## config.mk

```make
export PLATFORM = sky130hd
export DESIGN_NAME = btb_port_ctrl
export DESIGN_NICKNAME = d
export VERILOG_FILES = /design/src/rtl/bp_pkg.sv /design/src/rtl/btb_upd_fifo.sv /design/src/rtl/btb_port_ctrl.sv
export SDC_FILE = /design/constraint.sdc
export NUM_CORES = 1
export LEC_CHECK = 0
export CORE_MARGIN = 10
export CORE_UTILIZATION = 49
export DETAILED_ROUTE_END_ITERATION = 10
export GPL_TIMING_DRIVEN = 0
export HOLD_SLACK_MARGIN = 0.1
export PLACE_DENSITY_LB_ADDON = 0.05
export SETUP_SLACK_MARGIN = 0.2
export SLEW_MARGIN = 15
export SYNTH_ARGS = -nofsm -noshare
export SYNTH_HDL_FRONTEND = slang
export SYNTH_HIERARCHICAL = 1
export SYNTH_SLANG_ARGS = --single-unit
```

## constraint.sdc

```tcl
create_clock -name clk -period 11.3 [get_ports clk]
set_clock_uncertainty 0.1 [all_clocks]
set_input_delay 2.26 -clock clk [delete_from_list [all_inputs] [get_ports clk]]
set_output_delay 2.26 -clock clk [all_outputs]
set_load 0.02 [all_outputs]
```

## src/rtl/bp_pkg.sv

```systemverilog
// Shared BTB definitions: geometry, entry field offsets, counter encodings and update rule.
package bp_pkg;

    localparam int unsigned ENTRIES = 128;
    localparam int unsigned IDX_W   = 7;
    localparam int unsigned TAG_W   = 30 - IDX_W;
    localparam int unsigned ENTRY_W = 1 + TAG_W + 30 + 2;

    // Entry layout: {valid, tag, target[31:2], ctr}
    localparam int unsigned CTR_LSB   = 0;
    localparam int unsigned TGT_LSB   = 2;
    localparam int unsigned TAG_LSB   = 32;
    localparam int unsigned VALID_BIT = ENTRY_W - 1;

    localparam logic [1:0] CTR_ST  = 2'b00;
    localparam logic [1:0] CTR_WT  = 2'b01;
    localparam logic [1:0] CTR_WNT = 2'b10;
    localparam logic [1:0] CTR_SNT = 2'b11;

    typedef enum logic [0:0] {
        StClear,
        StRun
    } bp_state_e;

    // Taken moves toward strongly-taken (00), not-taken toward strongly-not-taken (11).
    function automatic logic [1:0] ctr_next(input logic [1:0] ctr, input logic taken);
        logic [1:0] res;
        if (taken) begin
            res = (ctr == CTR_ST) ? CTR_ST : ctr - 2'd1;
        end else begin
            res = (ctr == CTR_SNT) ? CTR_SNT : ctr + 2'd1;
        end
        return res;
    endfunction

endpackage

```

## src/rtl/btb_upd_fifo.sv

```systemverilog
// Two-entry synchronous FIFO holding pending BTB writes as {index, entry}.
module btb_upd_fifo #(
    parameter int unsigned Width = 63
) (
    input  logic             clk,
    input  logic             rst_n,
    input  logic             clr,
    input  logic             push,
    input  logic             pop,
    input  logic [Width-1:0] wdata,
    output logic [Width-1:0] rdata,
    output logic             full,
    output logic             empty
);

    logic [Width-1:0] mem_q [2];
    logic [Width-1:0] mem_d [2];
    logic             wptr_q, wptr_d;
    logic             rptr_q, rptr_d;
    logic [1:0]       cnt_q, cnt_d;
    logic             do_push, do_pop;

    assign full    = (cnt_q == 2'd2);
    assign empty   = (cnt_q == 2'd0);
    assign rdata   = mem_q[rptr_q];
    assign do_push = push && !full;
    assign do_pop  = pop && !empty;

    always_comb begin
        mem_d  = mem_q;
        wptr_d = wptr_q;
        rptr_d = rptr_q;
        cnt_d  = cnt_q;
        if (clr) begin
            wptr_d = 1'b0;
            rptr_d = 1'b0;
            cnt_d  = 2'd0;
        end else begin
            if (do_push) begin
                mem_d[wptr_q] = wdata;
                wptr_d        = ~wptr_q;
            end
            if (do_pop) begin
                rptr_d = ~rptr_q;
            end
            cnt_d = cnt_q + {1'b0, do_push} - {1'b0, do_pop};
        end
    end

    always_ff @(posedge clk) begin
        if (!rst_n) begin
            wptr_q <= 1'b0;
            rptr_q <= 1'b0;
            cnt_q  <= 2'd0;
        end else begin
            wptr_q <= wptr_d;
            rptr_q <= rptr_d;
            cnt_q  <= cnt_d;
        end
    end

    always_ff @(posedge clk) begin
        mem_q <= mem_d;
    end

endmodule

```

## src/rtl/btb_port_ctrl.sv

```systemverilog
// BTB RAM port controller: clear sweep, lookup/update arbitration and prediction stage.
module btb_port_ctrl
    import bp_pkg::*;
(
    input  logic               clk,
    input  logic               rst_n,
    input  logic               flush_req,
    output logic               busy,
    input  logic               lookup_req,
    input  logic [31:0]        lookup_pc,
    output logic               if_stall,
    output logic               pred_valid,
    output logic               pred_taken,
    output logic [31:0]        pred_target,
    output logic [1:0]         pred_ctr,
    input  logic               upd_valid,
    output logic               upd_ready,
    input  logic [31:0]        upd_pc,
    input  logic [31:0]        upd_target,
    input  logic               upd_taken,
    input  logic               upd_hit,
    input  logic [1:0]         upd_ctr_old,
    output logic               mem_en,
    output logic               mem_we,
    output logic [IDX_W-1:0]   mem_addr,
    output logic [ENTRY_W-1:0] mem_wdata,
    input  logic [ENTRY_W-1:0] mem_rdata
);

    localparam int unsigned QW = ENTRY_W + IDX_W;

    bp_state_e        state_q, state_d;
    logic [IDX_W-1:0] clr_idx_q, clr_idx_d;
    logic             rd_pend_q, rd_pend_d;   // RAM read issued last cycle
    logic             clr_pend_q, clr_pend_d; // lookup answered without RAM during sweep
    logic [TAG_W-1:0] lk_tag_q, lk_tag_d;

    logic          q_push, q_pop, q_clr, q_full, q_empty;
    logic [QW-1:0] q_wdata, q_rdata;
    logic [1:0]    upd_ctr;
    logic          mem_en_c, mem_we_c;
    logic          hit;
    logic          unused_lsbs;

    assign unused_lsbs = ^{lookup_pc[1:0], upd_pc[1:0], upd_target[1:0]};

    assign upd_ctr = upd_hit ? ctr_next(upd_ctr_old, upd_taken) : CTR_ST;
    assign q_wdata = {upd_pc[IDX_W+1:2], 1'b1, upd_pc[31:IDX_W+2], upd_target[31:2], upd_ctr};
    // Miss-and-not-taken carries no information worth installing.
    assign q_push  = upd_valid && upd_ready && (upd_hit || upd_taken);

    btb_upd_fifo #(
        .Width(QW)
    ) u_upd_fifo (
        .clk   (clk),
        .rst_n (rst_n),
        .clr   (q_clr),
        .push  (q_push),
        .pop   (q_pop),
        .wdata (q_wdata),
        .rdata (q_rdata),
        .full  (q_full),
        .empty (q_empty)
    );

    always_comb begin
        state_d    = state_q;
        clr_idx_d  = clr_idx_q;
        rd_pend_d  = 1'b0;
        clr_pend_d = 1'b0;
        lk_tag_d   = lk_tag_q;
        mem_en_c   = 1'b0;
        mem_we_c   = 1'b0;
        mem_addr   = '0;
        mem_wdata  = '0;
        if_stall   = 1'b0;
        q_pop      = 1'b0;
        q_clr      = 1'b0;
        busy       = 1'b0;
        upd_ready  = 1'b0;
        unique case (state_q)
            StClear: begin
                busy       = 1'b1;
                mem_en_c   = 1'b1;
                mem_we_c   = 1'b1;
                mem_addr   = clr_idx_q;
                clr_pend_d = lookup_req;
                clr_idx_d  = clr_idx_q + 1'b1;
                if (flush_req) begin
                    clr_idx_d = '0;
                end else if (clr_idx_q == IDX_W'(ENTRIES - 1)) begin
                    state_d = StRun;
                end
            end
            StRun: begin
                upd_ready = !q_full;
                if (q_full) begin
                    mem_en_c  = 1'b1;
                    mem_we_c  = 1'b1;
                    mem_addr  = q_rdata[ENTRY_W +: IDX_W];
                    mem_wdata = q_rdata[ENTRY_W-1:0];
                    q_pop     = 1'b1;
                    if_stall  = lookup_req;
                end else if (lookup_req) begin
                    mem_en_c  = 1'b1;
                    mem_addr  = lookup_pc[IDX_W+1:2];
                    rd_pend_d = 1'b1;
                    lk_tag_d  = lookup_pc[31:IDX_W+2];
                end else if (!q_empty) begin
                    mem_en_c  = 1'b1;
                    mem_we_c  = 1'b1;
                    mem_addr  = q_rdata[ENTRY_W +: IDX_W];
                    mem_wdata = q_rdata[ENTRY_W-1:0];
                    q_pop     = 1'b1;
                end
                // The write granted this cycle still lands; only queued updates are dropped.
                if (flush_req) begin
                    state_d   = StClear;
                    clr_idx_d = '0;
                    q_clr     = 1'b1;
                end
            end
            default: state_d = StClear;
        endcase
    end

    assign mem_en = mem_en_c && rst_n;
    assign mem_we = mem_we_c && rst_n;

    assign hit         = rd_pend_q && mem_rdata[VALID_BIT]
                         && (mem_rdata[TAG_LSB +: TAG_W] == lk_tag_q);
    assign pred_valid  = rd_pend_q || clr_pend_q;
    assign pred_taken  = hit && !mem_rdata[CTR_LSB + 1];
    assign pred_target = rd_pend_q ? {mem_rdata[TGT_LSB +: 30], 2'b00} : 32'd0;
    assign pred_ctr    = rd_pend_q ? mem_rdata[CTR_LSB +: 2] : 2'b00;

    always_ff @(posedge clk) begin
        if (!rst_n) begin
            state_q    <= StClear;
            clr_idx_q  <= '0;
            rd_pend_q  <= 1'b0;
            clr_pend_q <= 1'b0;
            lk_tag_q   <= '0;
        end else begin
            state_q    <= state_d;
            clr_idx_q  <= clr_idx_d;
            rd_pend_q  <= rd_pend_d;
            clr_pend_q <= clr_pend_d;
            lk_tag_q   <= lk_tag_d;
        end
    end

endmodule

```

==> flow_metrics.py <==
metrics = {
    "placement": {
        "place_ws_ns": 4.43,
        "dp.final_hpwl_mm": 15.7,
        "gp_congestion": 0.845,
        "portBuffers": 256,
    },
    "critical_path": {
        "start_kind": "input pin",
        "slowest_delay_ns": 0.62,
        "end_kind": "primary output",
        "arrival_ns": 4.47,
        "critPathKind": "in2out",
        "worstSetupStartpoint": "lookup_req",
        "path_common_cell": "clkdlybuf4s50_1",
        "path_cells": "clkdlybuf4s50_1 > nor2_1 > nor2_2 > nor2_4 > buf_2 > and2_1 > clkdlybuf4s50_1",
        "crit_path_max_fanout": 10,
        "r2r-start": "u_upd_fifo/cnt_q[0]",
        "required_ns": 8.94,
        "crit_slowest_cell": "clkdlybuf4s50_1",
    },
    "logic_synthesis": {
        "ys.flop_type": "edfxtp_1",
        "syn_area_sq_mm": 0.00755,
        "ys_async_sr_fraction": 0,
        "ys_types": 45,
        "synth_edf_count": 126,
        "syn_avg_cell_area_sq_um": 14.1,
        "ys_seq_elements": 163,
        "ys_seq_area_frac": 0.600,
        "yosysWarnings": 6,
        "syn_inst": 535,
    },
    "drt": {
        "firstDrtPassIters": 4,
        "vias_per_cell": 4.93,
        "wl_per_cell_um": 19.3,
        "postRouteAntennaNets": 0,
        "num_vias": 5077,
        "drt_iter0_drc": 241,
        "drc_errors": 0,
        "wl_mm": 19.9,
    },
    "finish": {
        "post-route-util": 0.731,
        "fin_nets": 992,
        "fillers": 1001,
        "syn2layout_area_growth_pct": 46.8,
        "seqCellArea_sq_mm": 0.00452,
        "diodes": 0,
        "drive_gt1_frac": 0.210,
        "multi_input_area_sq_mm": 0.00279,
    },
    "grt": {
        "grt_pass1_wl_mm": 29.7,
        "grt_pass1_vias": 5503,
        "grt_max_degree": 18,
        "globalRouteOverflowTotal": 0,
        "grt_usage": 0.188,
        "antenna_found_initial": 2,
    },
    "power": {
        "swShare": 0.213,
        "p_clk_frac": 0.428,
        "p_per_area_mw_per_mm2": 114,
        "pwr-share-seq": 0.513,
        "power_mw": 1.26,
        "p_comb_frac": 0.060,
        "max-vdd-ir-drop_uv": 98.4,
        "power.switching_mw": 0.269,
        "cellInternalPower_mw": 0.990,
        "power_leakage_nw": 4.04,
    },
    "clocking": {
        "cts_tree": "yes",
        "cts_made_buffers": 17,
        "htree_num_levels": 4,
        "cts_setup_buffers": 0,
        "clock_sinks": 163,
        "path_clk_slew_ns": 0.07,
        "hold_buffers": 0,
        "cts_root_buffer": "clkbuf_16",
        "clk-insertion-delay-late_ns": 0.42,
        "clk_path_buf_depth": 2,
        "cts_resized": 0,
    },
    "floorplanning": {
        "io_pins": 265,
        "num_rows": 45,
        "core_sq_mm": 0.0151,
        "start_util": 0.498,
        "die_width_um": 144,
        "die_area_sq_mm": 0.0208,
        "die_y_um": 144,
    },
    "sta": {
        "hold_viol": 0,
        "fin_tns_setup_ns": 0,
        "finalSetupViolations": 0,
        "rsz0062_at_grt": "false",
        "fin_crit_sh": 0.604,
        "maxSlewViolCount": 0,
        "setup_ws_ns": 4.47,
        "fmax_mhz": 147,
        "period_needed_ns": 6.83,
    },
    "hold_path": {
        "min_path_type": "reg2reg",
        "holdCritStartpoint": "lk_tag_q[13]",
    },
    "outcome": {
        "outcome": "completed",
    },
    "job": {
        "cap_viol_max_count": 0,
    },
}
[worst paths after layout]
| kind | slack, ns | to | cells past startpoint |
|---|---|---|---|
| hold reg to reg | 0.38 | lk_tag_q[13] | 2 |
| setup / recovery | 4.47 | mem_wdata[47] | 7 |
| setup reg to reg | 8.70 | u_upd_fifo/cnt_q[1] | 12 |
| hold / removal | 0.38 | lk_tag_q[13] | 2 |
[Yosys cell counts, types with 4 or more instances]
cell type	n	area, sq um
a21boi_2	20	225
a221o_1	6	60.1
and2_1	93	582
and2b_1	5	37.5
and3_1	4	25.0
buf_2	8	40.0
buf_6	7	78.8
clkbuf_1	6	22.5
dfxtp_1	37	741
edfxtp_1	126	3780
inv_1	6	22.5
mux2_1	4	45.0
mux2_4	59	886
nand2_1	30	113
nand2_2	20	125
nand3_1	4	20.0
nor2_1	16	60.1
nor3_1	6	30.0
nor4_1	4	25.0
xnor2_1	9	78.8
xor2_1	21	184
[metrics by stage]
step	hold slack, ns	instances	cell area, sq um
floorplan	0.347	537	7550
global placement	0.365	981	10400
detailed placement	0.369	997	10500
CTS	0.378	1029	11100
global route	0.397	1029	11100
finish	0.377	1029	11100
[cells by family (layout without fill, tap and decap cells)]
family / count (synthesis) / count (layout) / synth area share
buffers and inverters: 35 / 339 / 0.0337
xor gates and xnor gates: 30 / 30 / 0.0348
adders and majority gates: 5 / 5 / 0.00763
and+or+nand+nor: 198 / 198 / 0.151
other: 2 / 4 / 0.000995
AOI/OAI and AO/OA: 38 / 38 / 0.0481
DFF: 163 / 163 / 0.600
muxes: 64 / 64 / 0.125
[area by class of cell]
type | instances | share of cell area
Sequential cell | 163 | 0.409
Multi-Input combinational cell | 339 | 0.251
Timing Repair Buffer | 272 | 0.245
Clock buffer | 17 | 0.0384
Tap cell | 188 | 0.0212
Buffer | 27 | 0.0202
Clock inverter | 15 | 0.0124
Inverter | 8 | 0.00271
[cells in the final DEF (no fill, tap or decap), types with 8 or more instances in the layout]
master,count
a21boi_2,20
and2_1,93
buf_2,8
buf_4,11
buf_6,15
clkbuf_16,17
clkdlybuf4s50_1,256
dfxtp_1,37
edfxtp_1,126
inv_6,8
mux2_4,59
nand2_1,30
nand2_2,20
nor2_1,16
xnor2_1,9
xor2_1,21
[per-layer routing]
metal	part of all wire	up-vias	global-route usage
li1	-	2455	-
met1	0.37	2412	0.193
met2	0.52	184	0.341
met3	0.10	22	0.0800
met4	0.011	4	0.0543
met5	0.00086	-	0
[power groups by stage]
stage               Sequential, mW  Clock, mW  Combinational [mW]
finish                       0.645      0.538              0.0750
CTS                          0.645      0.551              0.0755
floorplan                    0.658          0              0.0115
global route                 0.645      0.579              0.0799
global placement             0.658          0              0.0732
detailed placement           0.658          0              0.0749
[state kept, by name, indices dropped and copies added, names as in the netlist]
signal	count
clr_idx_q	7
u_upd_fifo/rptr_q	1
rd_pend_q	1
u_upd_fifo/wptr_q	1
clr_pend_q	1
state_q	1
u_upd_fifo/cnt_q	2
u_upd_fifo/mem_q	126
lk_tag_q	23
[worst max-delay path: cells and delay by family]
| kind | cells | cell delay (ns) |
|---|---|---|
| buffers and inverters | 3 | 1.44 |
| and+or+nand+nor | 4 | 0.76 |
Power figures use the tool's default switching activity.
